File: src/rtl/cam_frame_loader.sv
// ----------------------------------------------------------------------------
// cam_frame_loader
//
// Buffers one camera frame of 16-bit pixel words in a small FIFO and hands it
// to an SDRAM controller in fixed-size write bursts.
//
//   IDLE     -> waits for CFL_start
//   WAIT_SOF -> discards pixel words until one arrives flagged with PIX_sof
//   CAPTURE  -> writes every valid pixel word until FRAME_WORDS are stored
//   DRAIN    -> ignores pixels, waits until every burst has been acknowledged
//   DONE     -> CFL_finished high until the next CFL_start
//
// Ports
//   CLOCK_100    system clock, rising edge
//   rst_n        asynchronous active-low reset
//   CFL_rst_n    synchronous active-low soft reset from the SDRAM controller
//   CFL_start    start capture of one frame
//   CFL_ack      controller accepted one burst (single-cycle pulse)
//   CFL_ready    registered burst request: >= BURST_LEN words buffered
//   CFL_finished registered: all FRAME_BURSTS bursts acknowledged
//   PIX_valid    pixel word valid
//   PIX_sof      first word of a frame (only meaningful in WAIT_SOF)
//   PIX_data     pixel word
//   FIFO_re      controller reads one word
//   FIFO_dout    registered read data
//   FIFO_count   FIFO occupancy, 0..DEPTH
//   overflow     sticky: a pixel was dropped because the FIFO was full
// ----------------------------------------------------------------------------
module cam_frame_loader #(
   parameter int BURST_LEN    = 8,
   parameter int FRAME_BURSTS = 9600,
   parameter int DEPTH        = 16
) (
   input  logic        CLOCK_100,
   input  logic        rst_n,
   input  logic        CFL_rst_n,
   input  logic        CFL_start,
   input  logic        CFL_ack,
   output logic        CFL_ready,
   output logic        CFL_finished,
   input  logic        PIX_valid,
   input  logic        PIX_sof,
   input  logic [15:0] PIX_data,
   input  logic        FIFO_re,
   output logic [15:0] FIFO_dout,
   output logic [4:0]  FIFO_count,
   output logic        overflow
);

   localparam int AW          = $clog2(DEPTH);
   localparam int FRAME_WORDS = BURST_LEN * FRAME_BURSTS;

   typedef enum logic [2:0] {IDLE, WAIT_SOF, CAPTURE, DRAIN, DONE} state_t;

   state_t         state_reg;
   logic [AW-1:0]  wr_ptr_reg;
   logic [AW-1:0]  rd_ptr_reg;
   logic [4:0]     count_reg;
   logic [16:0]    word_cnt_reg;
   logic [13:0]    burst_cnt_reg;
   logic           ready_reg;
   logic           finished_reg;
   logic           overflow_reg;
   logic [15:0]    dout_reg;

   logic [15:0]    mem [DEPTH];

   logic           wr_req;
   logic           fifo_full;
   logic           wr_acc;
   logic           wr_drop;
   logic           rd_acc;
   logic           burst_hit;
   logic [13:0]    burst_next;

   // Only the SOF word is eligible in WAIT_SOF; in CAPTURE PIX_sof is plain data.
   assign wr_req     = (state_reg == WAIT_SOF && PIX_valid && PIX_sof) ||
                       (state_reg == CAPTURE  && PIX_valid);
   // Fullness uses the registered count, so a same-cycle read never makes room.
   assign fifo_full  = (count_reg == 5'(DEPTH));
   assign wr_acc     = wr_req && !fifo_full;
   assign wr_drop    = wr_req &&  fifo_full;
   // Reads only come from stored words, never from the word written this cycle.
   assign rd_acc     = FIFO_re && (count_reg != 5'd0);
   assign burst_hit  = CFL_ack && ready_reg;
   assign burst_next = burst_cnt_reg + 14'(burst_hit);

   // Storage array has no reset so it can map onto RAM primitives.
   always_ff @(posedge CLOCK_100) begin
      if (wr_acc && CFL_rst_n)
         mem[wr_ptr_reg] <= PIX_data;
   end

   always_ff @(posedge CLOCK_100 or negedge rst_n) begin
      if (!rst_n) begin
         state_reg     <= IDLE;
         wr_ptr_reg    <= '0;
         rd_ptr_reg    <= '0;
         count_reg     <= '0;
         word_cnt_reg  <= '0;
         burst_cnt_reg <= '0;
         ready_reg     <= 1'b0;
         finished_reg  <= 1'b0;
         overflow_reg  <= 1'b0;
         dout_reg      <= 16'h0000;
      end else if (!CFL_rst_n) begin
         // Soft reset flushes everything except the last read data.
         state_reg     <= IDLE;
         wr_ptr_reg    <= '0;
         rd_ptr_reg    <= '0;
         count_reg     <= '0;
         word_cnt_reg  <= '0;
         burst_cnt_reg <= '0;
         ready_reg     <= 1'b0;
         finished_reg  <= 1'b0;
         overflow_reg  <= 1'b0;
      end else begin
         if (wr_acc)
            wr_ptr_reg <= wr_ptr_reg + 1'b1;
         if (rd_acc) begin
            rd_ptr_reg <= rd_ptr_reg + 1'b1;
            dout_reg   <= mem[rd_ptr_reg];
         end
         case ({wr_acc, rd_acc})
            2'b10:   count_reg <= count_reg + 5'd1;
            2'b01:   count_reg <= count_reg - 5'd1;
            default: count_reg <= count_reg;
         endcase

         if (wr_drop)
            overflow_reg <= 1'b1;
         if (burst_hit)
            burst_cnt_reg <= burst_next;

         // Request is held until acknowledged; after the ack it drops for one
         // cycle before it can be re-evaluated from the then-current count.
         if (ready_reg) begin
            if (CFL_ack)
               ready_reg <= 1'b0;
         end else if ((state_reg == CAPTURE || state_reg == DRAIN) &&
                      count_reg >= 5'(BURST_LEN) &&
                      burst_cnt_reg < 14'(FRAME_BURSTS)) begin
            ready_reg <= 1'b1;
         end

         case (state_reg)
            IDLE: begin
               if (CFL_start) begin
                  state_reg     <= WAIT_SOF;
                  word_cnt_reg  <= '0;
                  burst_cnt_reg <= '0;
                  overflow_reg  <= 1'b0;
                  finished_reg  <= 1'b0;
               end
            end
            WAIT_SOF: begin
               if (wr_acc) begin
                  word_cnt_reg <= 17'd1;
                  state_reg    <= (FRAME_WORDS == 1) ? DRAIN : CAPTURE;
               end
            end
            CAPTURE: begin
               if (wr_acc) begin
                  word_cnt_reg <= word_cnt_reg + 17'd1;
                  if (word_cnt_reg == 17'(FRAME_WORDS - 1))
                     state_reg <= DRAIN;
               end
            end
            DRAIN: begin
               // Look at the post-ack count so finished rises right after the last ack.
               if (burst_next == 14'(FRAME_BURSTS)) begin
                  state_reg    <= DONE;
                  finished_reg <= 1'b1;
               end
            end
            DONE: begin
               if (CFL_start) begin
                  state_reg     <= WAIT_SOF;
                  finished_reg  <= 1'b0;
                  word_cnt_reg  <= '0;
                  burst_cnt_reg <= '0;
                  overflow_reg  <= 1'b0;
               end
            end
            default: state_reg <= IDLE;
         endcase
      end
   end

   assign CFL_ready    = ready_reg;
   assign CFL_finished = finished_reg;
   assign FIFO_dout    = dout_reg;
   assign FIFO_count   = count_reg;
   assign overflow     = overflow_reg;

endmodule

File: config.mk
export PLATFORM = sky130hd
export DESIGN_NAME = cam_frame_loader
export DESIGN_NICKNAME = d
export VERILOG_FILES = /design/src/rtl/cam_frame_loader.sv
export SDC_FILE = /design/constraint.sdc
export NUM_CORES = 1
export LEC_CHECK = 0
export BUFFER_PORTS_ARGS = -buffer_cell sky130_fd_sc_hd__buf_2
export CAP_MARGIN = 25
export CORE_ASPECT_RATIO = 0.7
export CORE_MARGIN = 5
export CORE_UTILIZATION = 59
export DETAILED_ROUTE_END_ITERATION = 6
export PLACE_DENSITY = 0.77
export SLEW_MARGIN = 20
export SYNTH_ARGS = -nofsm -noshare
export SYNTH_HDL_FRONTEND = slang
export SYNTH_SLANG_ARGS = --single-unit
File: constraint.sdc
create_clock -name CLOCK_100 -period 8.32 [get_ports CLOCK_100]
set_input_delay 0.832 -clock CLOCK_100 [delete_from_list [all_inputs] [get_ports CLOCK_100]]
set_output_delay 0.832 -clock CLOCK_100 [all_outputs]
set_load 0.02 [all_outputs]
# Word level (Yosys, flattened, before mapping)
# Memory sizes are Yosys's and may differ from the RTL's. A register that Yosys moved wholly into a read port is not among the register bits.
# Cells that the tools add are included.
[op_classes]
add_sub_neg = 6
magnitude_cmp = 2
eq_ne = 19
muxes = 36
reduce_logical = 21
[ops]
columns = ["operator", "n"]
rows = [
  ["two-way mux 17 bit", 4],
  ["two-way mux 14 bit", 4],
  ["one-hot mux 17 bit (3 select lines)", 1],
  ["two-way mux 3 bit", 6],
  ["adder 17 x 1 -> 17 bit, second input constant", 1],
  ["equality test 17 bit, second input constant", 1],
  ["two-way mux 4 bit", 4],
  ["adder 14 x 1 -> 14 bit", 1],
  ["equality test 14 bit, second input constant", 1],
  ["< comparator 14 bit, second input constant", 1],
  ["two-way mux 1 bit", 13],
  ["!= test 3 x 2 -> 1 bit, second input constant", 4],
  ["one-hot mux 3 bit (4 select lines)", 1],
  ["logical AND 1 bit", 10],
  ["one-hot mux 5 bit (2 select lines)", 1],
  ["adder 4 x 1 -> 4 bit, second input constant", 2],
  ["equality test 3 x 2 -> 1 bit, second input constant", 2],
  ["!= test 3 bit, second input constant", 2],
  ["adder 5 x 1 -> 5 bit, second input constant", 1],
  ["equality test 5 bit, second input constant", 1],
  [">= comparator 5 x 4 -> 1 bit, second input constant", 1],
  ["two-way mux 5 bit", 1],
  ["AND reduction 5 bit", 1],
  ["nonzero test 5 bit", 1],
  ["16 further kinds", 19],
]
[totals]
register_bits = 50
mem_bits_rw = 256
input_bits = 24
output_inout_bits = 24
mem_count = 1
[mem_list]
columns = ["memory", "depth", "word_bits", "read_ports", "rd_ports_with_merged_regs", "wr", "line_no", "text"]
rows = [
  ["mem", 16, 16, 1, 1, 1, "66", "logic [15:0] mem [DEPTH];"],
]

# Depth between registers and ports, before layout
[logic_depth]
ltp_word = 9
ltp_mapped = 11
depth_no_buf = 10

# Worst setup path after synthesis
# OpenSTA, ideal clock, no wires.
[synth_path]
kind = "input to register"
start = "in PIX_sof"
end = "mem mem[0][0] (enable)"
setup_time_ns = 0.413
t_arrival_ns = 2.992
slack_ns = 4.915
stages = 5
cell_sequence = "nand3b_4 -> a221oi_4 -> buf_2 -> nand2_1 -> nor3b_1"
[synth_between]
elab_chain_len = 6
[synth_lines]
columns = ["item", "line_no", "text"]
rows = [
  ["start: declaration", "42", "input logic PIX_sof,"],
  ["logical AND 1 bit", "77", "assign wr_req = (state_reg == WAIT_SOF && PIX_valid && PIX_sof) ||"],
  ["logical OR 1 bit", "77", ""],
  ["logical AND 1 bit", "81", "assign wr_acc = wr_req && !fifo_full;"],
  ["logical AND 1 bit", "90", "if (wr_acc && CFL_rst_n)"],
  ["two-way mux 1 bit", "90", ""],
  ["two-way mux 1 bit (not written as such)", "91", "mem[wr_ptr_reg] <= PIX_data;"],
  ["end: declaration", "66", ""],
]
# Every way passes these cells.

# Worst setup path in the final report
[layout_path]
start = "reg state_reg[0]"
end = "mem mem[14][0] (enable)"
[layout_between]
elab_chain_len = 8
word_cells_on_any_way = 10
classes_between = "eq/ne: 2; mux: 2; reduce/logical: 6"
[layout_lines]
columns = ["item", "line_no", "text"]
rows = [
  ["start: declaration", "55", "state_t state_reg;"],
  ["start signal: assignment", "159", "state_reg <= (FRAME_WORDS == 1) ? DRAIN : CAPTURE;"],
  ["equality test 3 x 1 -> 1 bit", "77", ""],
  ["logical AND 1 bit (2 in a row)", "77", ""],
  ["logical OR 1 bit (*)", "77", ""],
  ["logical AND 1 bit (*)", "81", ""],
  ["logical AND 1 bit (*)", "90", ""],
  ["two-way mux 1 bit (*)", "90", ""],
  ["two-way mux 1 bit (not written as such) (*)", "91", ""],
]
# Every way passes the cells marked *; elsewhere a longest branch is shown, timed or not.

==> flow_metrics.env <==
export IMPL_synth_edf_count=256
export IMPL_slew_headroom=0.349
export IMPL_track_usage=0.243
export IMPL_syn2layout_area_growth_pct=11.8
export IMPL_maxCapViolations=0
export IMPL_synthFlopType="edfxtp_1"
export IMPL_insertion_delay_ns=0.55
export IMPL_pwr_share_clk=0.337
export IMPL_ant_nets=0
export IMPL_cts_htree_levels=1
export IMPL_coreArea_um2=22500
export IMPL_period_share=0.405
export IMPL_ys_seq_area_frac=0.696
export IMPL_final_setup_worst_slack_ns=4.95
export IMPL_synthSimpleGateAreaFrac=0.0725
export IMPL_core_rowCount=46
export IMPL_worst_pin_slew_ns=0.976
export IMPL_worstPathRequired_ns=8.48
export IMPL_synth_cell_type_count=63
export IMPL_cts_resized_gates=0
export IMPL_max_freq_mhz=297
export IMPL_end_kind="flop"
export IMPL_internal_power_mw=2.96
export IMPL_grt_pass1_wl_um=46500
export IMPL_status="finished clean"
export IMPL_syn_area_um2=13400
export IMPL_postCtsSetupBuffers=0
export IMPL_fin_tns_setup_ns=0
export IMPL_synth_area_top_cells="edfxtp_1 57%, mux4_2 13%, dfrtp_1 12%, mux2_2 1.5%, nor2_1 1.5%"
export IMPL_synthMuxAreaShare=0.150
export IMPL_switching_power_mw=1.11
export IMPL_place_congestion=0.851
export IMPL_layout_drive_gt1_share=0.272
export IMPL_antenna_found_initial=2
export IMPL_vdd_drop_max_mv=0.188
export IMPL_ys_top_cells_by_count="256 x edfxtp_1, 80 x mux4_2, 66 x dfrtp_1"
export IMPL_dpl_hpwl_um=19200
export IMPL_cts_tree="done"
export IMPL_finClkSkew_ns=0.0235
export IMPL_start_util=0.597
export IMPL_clk_pin_slew_worst_paths_ns=0.07
export IMPL_syn_num_nets=804
export IMPL_drt_iter0_drc=1137
export IMPL_grt_pass1_vias=7373
export IMPL_via_count=7594
export IMPL_io_pins=48
export IMPL_yosysMostFrequentCell="edfxtp_1"
export IMPL_grt_overflow=0
export IMPL_io_buffers=47
export IMPL_cp_max_fo=19
export IMPL_syn_avg_cell_area_um2=17.4
export IMPL_clock_root_buffer="clkbuf_16"
export IMPL_critical_path_class="reg -> reg"
export IMPL_floorplan_die_width_um=190
export IMPL_yosysWarnings=0
export IMPL_synth_compound_gate_area_share=0.0399
export IMPL_yosysTopAreaCell="edfxtp_1"
export IMPL_async_reset_ff_frac=0.205
export IMPL_cp_start_kind="flop"
export IMPL_hold_class="in -> async"
export IMPL_dr_pass1_iters=5
export IMPL_layout_min_cycle_time_ns=3.37
export IMPL_synth_xor_area_frac=0.0150
export IMPL_fin_nets=851
export IMPL_netlist_instances=770
export IMPL_clock_sinks=322
export IMPL_grt_max_degree=68
export IMPL_power_total_mw=4.07
export IMPL_cts_hold_buf=0
export IMPL_synth_adder_area_share=0.0101
export IMPL_diodes=0
export IMPL_wl_per_cell_um=26.8
export IMPL_p_seq_frac=0.463
export IMPL_synth_seq_cells=322
export IMPL_p_leak_nw=5.00
export IMPL_pre_cts_slack_ns=4.85
export IMPL_largest_reg_flops=256
export IMPL_cts_made_buffers=29
export IMPL_drv_slew=0
export IMPL_drcViolationCount=0
export IMPL_hold_violations=0
export IMPL_setup_violations=0
export IMPL_synth_top_area_frac=0.573
export IMPL_viasPerCell=6.60
export IMPL_routed_wl_um=30800
export IMPL_rsz0062_at_grt="no"
export IMPL_pwr_share_comb=0.200
export IMPL_die_area_um2=25900
export IMPL_cts_max_path_buffers=3
export IMPL_fp_dieH_um=136
export IMPL_arrival_ns=3.52
export IMPL_switching_share=0.273
export IMPL_power_density_nw_per_um2=271
export IMPL_synth_top_family_by_area="multiplexers"
==> through the flow <==
stage / utilization / hold WS, ns / cells / area [um2]
6_report: 0.667 / 0.189 / 1151 / 15000
5_1_grt: 0.667 / 0.207 / 1151 / 15000
4_1_cts: 0.664 / 0.472 / 1148 / 14900
3_5_place_dp: 0.620 / 0.490 / 1095 / 14000
3_3_place_gp: 0.620 / 0.469 / 1095 / 14000
2_1_floorplan: - / 0.453 / 770 / 13400
==> power groups by stage <==
stage	Combinational [mW]	Sequential [mW]	Clock, mW
finish	0.812	1.88	1.37
global route	0.864	1.89	1.46
CTS	0.804	1.88	1.38
detailed placement	0.797	1.92	0
global placement	0.774	1.91	0
floorplan	0.518	1.94	0
==> worst paths after layout <==
kind,startpoint,to,slack (ns),cells after the start
max,state_reg[0],mem[14][0],4.95,4
min in group CLOCK_100,FIFO_dout[13],FIFO_dout[13],0.50,1
min,rst_n,FIFO_count[4],0.19,1
max reg2reg,state_reg[0],mem[14][0],4.95,4
max in group asynchronous,rst_n,FIFO_dout[14],7.55,2
min reg2reg,FIFO_dout[13],FIFO_dout[13],0.50,1
==> worst max-delay path, stage by stage (launching register included) <==
cell and delay, ns:
dfrtp_1 0.58, nand2b_1 0.32, a221oi_4 0.76, nand3_1 0.46
nor2_2 0.85
==> cells by family (layout without fill, tap and decap cells) <==
group,Yosys count,count (layout)
adders and majority gates,11,11
and+or+nand+nor,188,188
buffers and inverters,50,119
xor gates and xnor gates,23,23
DFF,322,322
muxes,99,99
AOI/OAI and AO/OA,77,77
==> layout make-up <==
cell class              count  area, um2
clock buffers              36        792
clock inverters            17        189
fillers                  1437       7500
inverters                  11       41.3
multi-input cells         398       3910
flip-flops and latches    322       9340
well taps                 312        390
repair buffers             55        338
==> per-layer routing <==
layer,track usage,vias to the layer above,part of all wire
met5,0,-,0.00088
met4,0.0367,4,0.019
met3,0.0380,67,0.087
met2,0.379,417,0.47
met1,0.381,3948,0.43
li1,-,3158,-
==> cells in the final DEF, fill, tap and decap left out, types with 3 or more instances in the layout <==
master     Yosys  layout
nand2b_1       8       8
edfxtp_1     256     256
nor2b_1        3       3
nand2_1       42      42
o21ai_0       13      13
xnor2_1        9       9
clkbuf_8       0       4
nand3b_1       3       3
o22ai_1        3       3
mux2_2        18      18
buf_4          6       6
nor3_2         1       3
dfrtp_1       66      64
or3_1          3       3
clkbuf_1      17       3
nor3_1        10       8
a31oi_1        4       4
xor2_1        14      14
nand4_1        7       7
or4_1          3       3
nand3_1       22      22
o211ai_1       4       4
and2_1         4       4
ha_1          10      10
buf_2         11      46
inv_1         11      11
clkbuf_16      0      29
clkinv_1       0       4
mux4_2        80      80
o31ai_1        9       9
nor2_2         0      14
nor2_1        52      38
bufinv_16      0       4
o21ai_1        6       6
and3_1         7       7
a21oi_1       14      14
and4_1         4       4
a211oi_1       5       5
clkinv_2       0       6
nor4_1         6       6
Power figures use the tool's default switching activity.
